## src/rtl/systolic_pkg.sv

```systemverilog
// systolic_pkg: FSM state type, default array geometry and an index-width helper
// shared by the systolic array controller and its operand skew unit.
package systolic_pkg;

  localparam int DEF_MATRIX_SIZE = 3;
  localparam int DEF_DATA_WIDTH  = 8;
  localparam int DEF_ACC_WIDTH   = 32;

  typedef enum logic [2:0] {
    IDLE,
    CLEAR,
    FEED,
    DRAIN,
    CAPTURE
  } state_t;

  // Width needed to index 'range' items; never below one bit so degenerate sizes still elaborate.
  function automatic int width_of(input int range);
    return (range > 1) ? $clog2(range) : 1;
  endfunction

endpackage

```

## src/rtl/systolic_skew.sv

```systemverilog
// systolic_skew: A (left) and B (top) operand buffers plus the diagonal skew that
// presents row i / column j to the array edge delayed by i / j cycles during FEED.
module systolic_skew
  import systolic_pkg::*;
#(
  parameter int MATRIX_SIZE = DEF_MATRIX_SIZE,
  parameter int DATA_WIDTH  = DEF_DATA_WIDTH,
  localparam int IDX_W      = width_of(MATRIX_SIZE),
  localparam int CNT_W      = width_of(2 * MATRIX_SIZE - 1)
) (
  input  logic                              clk,
  input  logic                              rst_n,
  input  logic                              wr_en,
  input  logic                              wr_sel,
  input  logic [IDX_W-1:0]                  wr_row,
  input  logic [IDX_W-1:0]                  wr_col,
  input  logic [DATA_WIDTH-1:0]             wr_data,
  input  logic                              feed,
  input  logic [CNT_W-1:0]                  t,
  output logic [MATRIX_SIZE*DATA_WIDTH-1:0] arr_left,
  output logic [MATRIX_SIZE*DATA_WIDTH-1:0] arr_top
);

  localparam int N = MATRIX_SIZE;

  logic [DATA_WIDTH-1:0] a_buf [N][N];
  logic [DATA_WIDTH-1:0] b_buf [N][N];

  // Element-wise decode keeps out-of-range row/column codes (N not a power of two) harmless.
  always_ff @(posedge clk) begin
    if (!rst_n) begin
      for (int r = 0; r < N; r++) begin
        for (int c = 0; c < N; c++) begin
          a_buf[r][c] <= '0;
          b_buf[r][c] <= '0;
        end
      end
    end else if (wr_en) begin
      for (int r = 0; r < N; r++) begin
        for (int c = 0; c < N; c++) begin
          if (wr_row == IDX_W'(r) && wr_col == IDX_W'(c)) begin
            if (wr_sel) begin
              b_buf[r][c] <= wr_data;
            end else begin
              a_buf[r][c] <= wr_data;
            end
          end
        end
      end
    end
  end

  // Slice i carries A[i][t-i] and B[t-i][i]; the wavefront index k = t - i picks the element.
  always_comb begin
    arr_left = '0;
    arr_top  = '0;
    if (feed) begin
      for (int i = 0; i < N; i++) begin
        for (int k = 0; k < N; k++) begin
          if (int'(t) == i + k) begin
            arr_left[i*DATA_WIDTH +: DATA_WIDTH] = a_buf[i][k];
            arr_top[i*DATA_WIDTH +: DATA_WIDTH]  = b_buf[k][i];
          end
        end
      end
    end
  end

endmodule

```

## src/rtl/systolic_ctrl.sv

```systemverilog
// systolic_ctrl: sequencing FSM, cycle counter and result capture for an NxN output-stationary array.
// Optional build macro SYSTOLIC_CTRL_ACCUM_EN adds an 'accum' input that skips CLEAR to add onto prior sums.
module systolic_ctrl
  import systolic_pkg::*;
#(
  parameter int MATRIX_SIZE = DEF_MATRIX_SIZE,
  parameter int DATA_WIDTH  = DEF_DATA_WIDTH,
  parameter int ACC_WIDTH   = DEF_ACC_WIDTH,
  localparam int IDX_W      = width_of(MATRIX_SIZE)
) (
  input  logic                                        clk,
  input  logic                                        rst_n,
  input  logic                                        start,
`ifdef SYSTOLIC_CTRL_ACCUM_EN
  input  logic                                        accum,
`endif
  output logic                                        busy,
  output logic                                        done,
  input  logic                                        wr_en,
  input  logic                                        wr_sel,
  input  logic [IDX_W-1:0]                            wr_row,
  input  logic [IDX_W-1:0]                            wr_col,
  input  logic [DATA_WIDTH-1:0]                       wr_data,
  output logic                                        arr_rst,
  output logic                                        arr_en,
  output logic [MATRIX_SIZE*DATA_WIDTH-1:0]           arr_left,
  output logic [MATRIX_SIZE*DATA_WIDTH-1:0]           arr_top,
  input  logic [MATRIX_SIZE*MATRIX_SIZE*ACC_WIDTH-1:0] arr_acc,
  output logic [MATRIX_SIZE*MATRIX_SIZE*ACC_WIDTH-1:0] result
);

  localparam int N     = MATRIX_SIZE;
  localparam int CNT_W = width_of(2 * N - 1);
  localparam logic [CNT_W-1:0] FEED_LAST  = CNT_W'(2 * N - 2);
  localparam logic [CNT_W-1:0] DRAIN_LAST = CNT_W'(N - 1);

  state_t           state;
  state_t           state_next;
  logic [CNT_W-1:0] cnt;
  logic [CNT_W-1:0] cnt_next;
  logic             skip_clear;
  logic             feed;
  logic             wr_accept;
  logic             capture_load;

`ifdef SYSTOLIC_CTRL_ACCUM_EN
  assign skip_clear = accum;
`else
  assign skip_clear = 1'b0;
`endif

  always_ff @(posedge clk) begin
    if (!rst_n) begin
      state <= IDLE;
      cnt   <= '0;
    end else begin
      state <= state_next;
      cnt   <= cnt_next;
    end
  end

  // Outputs are gated by rst_n so a reset asserted mid-run silences the array immediately.
  always_comb begin
    state_next = state;
    cnt_next   = cnt;
    busy       = 1'b0;
    done       = 1'b0;
    arr_en     = 1'b0;
    arr_rst    = ~rst_n;
    feed       = 1'b0;
    case (state)
      IDLE: begin
        if (start) begin
          state_next = skip_clear ? FEED : CLEAR;
          cnt_next   = '0;
        end
      end
      CLEAR: begin
        busy       = rst_n;
        arr_rst    = 1'b1;
        state_next = FEED;
        cnt_next   = '0;
      end
      FEED: begin
        busy   = rst_n;
        arr_en = rst_n;
        feed   = rst_n;
        if (cnt == FEED_LAST) begin
          state_next = DRAIN;
          cnt_next   = '0;
        end else begin
          cnt_next = cnt + CNT_W'(1);
        end
      end
      DRAIN: begin
        busy   = rst_n;
        arr_en = rst_n;
        if (cnt == DRAIN_LAST) begin
          state_next = CAPTURE;
          cnt_next   = '0;
        end else begin
          cnt_next = cnt + CNT_W'(1);
        end
      end
      CAPTURE: begin
        busy       = rst_n;
        done       = rst_n;
        state_next = IDLE;
      end
      default: begin
        state_next = IDLE;
        cnt_next   = '0;
      end
    endcase
  end

  assign wr_accept    = wr_en && rst_n && (state == IDLE);
  assign capture_load = (state == DRAIN) && (cnt == DRAIN_LAST);

  // Sums are final by the last DRAIN cycle, so loading on entry to CAPTURE makes result valid alongside done.
  always_ff @(posedge clk) begin
    if (!rst_n) begin
      result <= '0;
    end else if (capture_load) begin
      result <= arr_acc;
    end
  end

  systolic_skew #(
    .MATRIX_SIZE(MATRIX_SIZE),
    .DATA_WIDTH (DATA_WIDTH)
  ) u_skew (
    .clk     (clk),
    .rst_n   (rst_n),
    .wr_en   (wr_accept),
    .wr_sel  (wr_sel),
    .wr_row  (wr_row),
    .wr_col  (wr_col),
    .wr_data (wr_data),
    .feed    (feed),
    .t       (cnt),
    .arr_left(arr_left),
    .arr_top (arr_top)
  );

endmodule

```

## config.mk

```make
export PLATFORM = sky130hd
export DESIGN_NAME = systolic_ctrl
export DESIGN_NICKNAME = d
export VERILOG_FILES = /design/src/rtl/systolic_pkg.sv /design/src/rtl/systolic_skew.sv /design/src/rtl/systolic_ctrl.sv
export SDC_FILE = /design/constraint.sdc
export NUM_CORES = 1
export LEC_CHECK = 0
export ABC_AREA = 1
export CAP_MARGIN = 15
export CORE_AREA = 2 2 252 254
export CTS_CLUSTER_DIAMETER = 150
export DETAILED_ROUTE_END_ITERATION = 8
export DIE_AREA = 0 0 254 256
export PLACE_DENSITY = 0.62
export RECOVER_POWER = 50
export SYNTH_ARGS = -nofsm -noshare
export SYNTH_HDL_FRONTEND = slang
export SYNTH_SLANG_ARGS = --single-unit
```

## constraint.sdc

```tcl
create_clock -name clk -period 2.4 [get_ports clk]
set_input_delay 0.36 -clock clk [delete_from_list [all_inputs] [get_ports clk]]
set_output_delay 0.36 -clock clk [all_outputs]
set_load 0.02 [all_outputs]
```

-- Word level (Yosys, flattened, before mapping)
Memories as Yosys holds them, arrays and structs flattened.
Cells that the tools add are included.
- flip-flop bits (word level): 294
- latch bits: 0
- RAM bits: 144
- ROM bits: 0
- input port bits: 305
- memories kept: 2
- memory list (name ; words ; bits a word ; read ports ; clocked after memory_dff ; write ports ; RTL line ; RTL):
    u_skew.a_buf ; 3 ; 24 ; 3 ; 0 ; 3 ; systolic_skew.sv:26 ; logic [DATA_WIDTH-1:0] a_buf [N][N];
    u_skew.b_buf ; 3 ; 24 ; 3 ; 0 ; 3 ; systolic_skew.sv:27 ; logic [DATA_WIDTH-1:0] b_buf [N][N];
- $add $sub $neg: 1
- multipliers: 0
- divide/modulo/power cells: 0
- $lt $le $gt $ge: 0
- eq/ne operators: 17
- shift-type cells: 0
- multiplexer cells: 126
- bitwise gates (word level): 20
- reduce and logical (&&, ||, !) cells: 20
- operator list (operator ; count):
    8-bit two-way mux ; 36
    1-bit two-way mux ; 80
    24-bit two-way mux ; 2
    3-bit case mux with 4 select lines ; 2
    3-bit two-way mux ; 6
    1-bit bitwise OR ; 18
    3-bit equality test (second input constant) ; 5
    3-bit by 2-bit equality test with 1-bit output (second input constant) ; 4
    1-bit logical AND ; 12
    3-bit logical NOT ; 2
    2-bit != test (second input constant) ; 3
    2-bit by 1-bit equality test with 1-bit output (second input constant) ; 2
    2-bit equality test (second input constant) ; 2
    2-bit logical NOT ; 2
    4-bit OR reduction ; 1
    3-bit by 1-bit adder with 3-bit output (second input constant) ; 1
    3-bit by 1-bit equality test with 1-bit output (second input constant) ; 1
    3-bit AND reduction ; 1
    1-bit NOT ; 2
    2-bit AND reduction ; 1
    2-bit OR reduction ; 1

-- Longest topological paths before layout
- word-level depth: 7
- depth in mapped cells: 11
- gate-level depth less buffers: 8

-- By module
A second synthesis with hierarchy kept.
- cell total of the unflattened synthesis: 2028
- area total of the unflattened synthesis: 17088.9 µm²
- by module, submodules not included (module ; instances ; cells an instance ; area an instance (µm²) ; seq. area each (µm²)):
    systolic_ctrl ; 1 ; 1312 ; 10241.1 ; 5885.6
    systolic_skew ; 1 ; 716 ; 6847.8 ; 4324.1

-- Least setup slack after synthesis
Ideal clock, no wire load.
- path kind: reg2out
- start point: register cnt[0]
- end point: output port arr_left[19]
- arrival: 1.818 ns
- required time: 2.040 ns
- path slack: 0.222 ns
- stages on the path, launching flop included: 9
- buffers on the path: 3
- cell sequence: dfxtp_1 > ha_1 > ha_1 > clkbuf_1 > inv_1 > buf_2 > buf_1 > a31oi_1 > nor2_1
- longest elaborated chain between the ends: 5
- elaborated cells on any way between the ends: 7
- RTL lines (item ; RTL line ; RTL):
    from (decl) ; systolic_ctrl.sv:39 ; logic [CNT_W-1:0] cnt;
    from (signal assigned) ; systolic_ctrl.sv:58 ; cnt <= cnt_next;
    3-bit equality test ; systolic_skew.sv:60 ; if (int'(t) == i + k) begin
    8-bit two-way mux (2 in a row) ; systolic_skew.sv:60 ;
    8-bit two-way mux (*) ; systolic_skew.sv:60 ;
    24-bit two-way mux (*) ; systolic_skew.sv:57 ; if (feed) begin
    to (decl) ; systolic_ctrl.sv:26 ; output logic [MATRIX_SIZE*DATA_WIDTH-1:0] arr_left,
Mark *: on every way between the ends. The rest lies on a longest branch, timed or not.

-- Worst setup path in the final report
- start point: register cnt[0]
- end point: output port arr_left[9]
- longest elaborated chain between the ends: 5
- elaborated cells on any way between the ends: 7
- RTL lines (item ; RTL line):
    3-bit by 2-bit equality test with 1-bit output ; systolic_skew.sv:60
    8-bit two-way mux (2 in a row) ; systolic_skew.sv:60
    8-bit two-way mux (*) ; systolic_skew.sv:60
    24-bit two-way mux (*) ; systolic_skew.sv:57
Marked as above.

==> impl_metrics.json <==
{
  "holdWs_ns": 0.269,
  "power.switching_w": 0.00584,
  "setup_slack_ns": -0.118,
  "first_pass_iters": 5,
  "drc": 0,
  "leakage_nw": 10.3,
  "swShare": 0.281,
  "num_io_pins": 645,
  "synthFlopType": "dfxtp_1",
  "layout_commonest_cell": "nor2_1",
  "hold_path_depth": 4,
  "avgSynthCellArea_um2": 8.58,
  "routabilityCongestion": 0.879,
  "cp_max_fo": 5,
  "vdd_drop_max_uv": 675,
  "crit_path_end": "arr_left[9]",
  "min_period_ns": 2.52,
  "required_ns": 2.04,
  "crit_arrival_ns": 2.16,
  "yosysTopAreaCellShare": 0.349,
  "post-route-period-util": 1.05,
  "drive_gt1_frac": 0.149,
  "cts.reportedPaths.clkPinSlew_ns": 0.06,
  "hp-class": "in2reg",
  "clockPowerShare": 0.389,
  "overflow": 0,
  "r2r_slack_ns": 0.22,
  "cts_made_buffers": 50,
  "worstReg2RegEnd": "result[187]",
  "grt_pass1_vias": 16000,
  "dieArea_mm2": 0.0650,
  "synth_warnings": 0,
  "yosys.area.top_type": "dfxtp_1",
  "viasPerCell": 4.54,
  "finalNetCount": 2975,
  "synthTopCellsByArea": "dfxtp_1 (35%), edfxtp_1 (26%), nor2_1 (17%)",
  "clock_skew_ns": 0.0216,
  "area_growth_pct": 64.3,
  "reg2reg_from": "cnt[0]",
  "start_kind": "register",
  "port_buffers": 644,
  "synth_cell_types": 25,
  "syn-num-nets": 2278,
  "total_power_w": 0.0208,
  "synth_cells": 1968,
  "worstSetupPathType": "reg2out",
  "final_cell_mix": "nor2_1 (763), clkdlybuf4s50_1 (591), o21ai_0 (311)",
  "totalWireLength_um": 67200,
  "internal_power_w": 0.0150,
  "die_h_um": 256,
  "cts_root_buffer": "clkbuf_16",
  "initial_core_util": 0.270,
  "synth_edf_count": 144,
  "core_mm2": 0.0624,
  "cts_sinks": 438,
  "run_status": "finished, violations left",
  "row_count": 92,
  "crit_start": "cnt[0]",
  "rr_worst_depth": 12,
  "setup.worst_path.end_class": "output pin",
  "p_per_area_mw_per_mm2": 750,
  "comb_power_share": 0.219,
  "worstMarginPinSlew_ns": 0.728,
  "ys_seq_area_frac": 0.605,
  "hold_viol": 0,
  "htree_levels": 2,
  "violations": "negative setup slack",
  "ys_async_sr_fraction": 0,
  "grt_use_total": 0.200,
  "sequentialPowerShare": 0.392,
  "cts_buffer_depth": 3,
  "cts_tree": "yes",
  "antenna_found_initial": 13,
  "synth-seq-cells": 438,
  "grt_max_degree": 182,
  "fmax_mhz": 397,
  "drt_iter0_drc": 1031,
  "wl_per_cell_um": 18.9,
  "die_x_um": 254,
  "syn-cell-area_mm2": 0.0169,
  "finalSetupViolCount": 39,
  "grt_pass1_wl_um": 99000,
  "drv_cap": 0,
  "antenna_left": 0,
  "clk_latency_ns": 0.60,
  "rsz0062_at_grt": "yes",
  "drv_slew": 0,
  "hpwlAfterDp_um": 48000,
  "vias": 16100,
  "slew_headroom": 0.515,
  "tns_ns": -2.04
}
[layout make-up]
class / count / area (um^2)
fill: 6026 / 34700
sequential: 438 / 10200
timing repair buffer: 778 / 8060
multi-input combinational: 1351 / 6410
clock buffer: 68 / 1420
tap: 846 / 1060
clock inverter: 24 / 364
inverter: 46 / 200
antenna: 2 / 5.00
[metal layers]
layer  vias up  GRT usage  wire, um
li1       7810          -         -
met1      7542      0.234     26000
met2       629      0.340     32800
met3       134     0.0714      6300
met4        22     0.0621      1960
met5         -          0       150
[cells by family (layout without fill, tap and decap cells)]
kind of cell               Yosys count  count (layout)  share of synthesized area
other                                0               2                          0
DFF                                438             438                      0.605
and+or+nand+nor                    953             953                      0.218
buffers and inverters              179             916                     0.0542
AOI/OAI and AO/OA                  393             393                      0.119
adders and majority gates            5               5                    0.00371
[worst max-delay path, stage by stage, from the launching register on]
cell,delay (ns)
dfxtp_4,0.37
ha_4,0.17
ha_4,0.18
inv_8,0.07
buf_12,0.13
buf_6,0.10
nand2_2,0.04
a31oi_1,0.17
buf_4,0.15
nor2_4,0.04
buf_6,0.13
[worst min-delay path by stage]
stage / startpoint / to / slack, ns
2_1_floorplan: arr_acc[115] / result[115] / 0.52
3_3_place_gp: result[224] / result[224] / 0.46
3_5_place_dp: result[139] / result[139] / 0.47
4_1_cts: rst_n / state[2] / 0.22
5_1_grt: rst_n / cnt[2] / 0.26
6_report: rst_n / state[2] / 0.27
[power by group through the flow]
stage,clock network [W],registers [W],logic [W]
2_1_floorplan,0,0.00848,0.00146
3_3_place_gp,0,0.00826,0.00340
3_5_place_dp,0,0.00828,0.00344
4_1_cts,0.00832,0.00815,0.00417
5_1_grt,0.00863,0.00819,0.00489
6_report,0.00809,0.00816,0.00456
[Yosys cell counts (all sizes together) (2+ instances only)]
library cell  number
dfxtp            294
nand2            151
edfxtp           144
nand4              2
clkbuf            89
a31oi             33
ha                 5
inv               36
buf               44
nand3             20
nor2             778
o21ai            340
clkinv            10
a21oi             20
[sequential cells by signal (all words and copies together), names as in the netlist]
register and cells:
cnt 3, result 288, state 3, u_skew.a_buf 72, u_skew.b_buf 72
[metrics by stage]
step / cells / area (um^2) / setup WS [ns] / utilization
after global placement: 3418 / 24600 / 0.0185 / 0.394
after global routing: 3553 / 27700 / -0.237 / 0.444
final: 3553 / 27700 / -0.118 / 0.444
after CTS: 3544 / 27300 / -0.114 / 0.437
after floorplan: 1968 / 16900 / 0.222 / -
after detailed placement: 3418 / 24600 / -0.0229 / 0.394
[what timing repair did]
item                                    in CTS  in global routing
gates resized for setup                    360                101
buffers inserted                            21                  7
endpoints found under the setup margin      49                 49
hold endpoints to repair                     0                  0
pin swaps                                   23                 30
cloned                                      13                  2
hold buffers                                 0                  0
No activity file was read; power rests on OpenSTA's default activity.
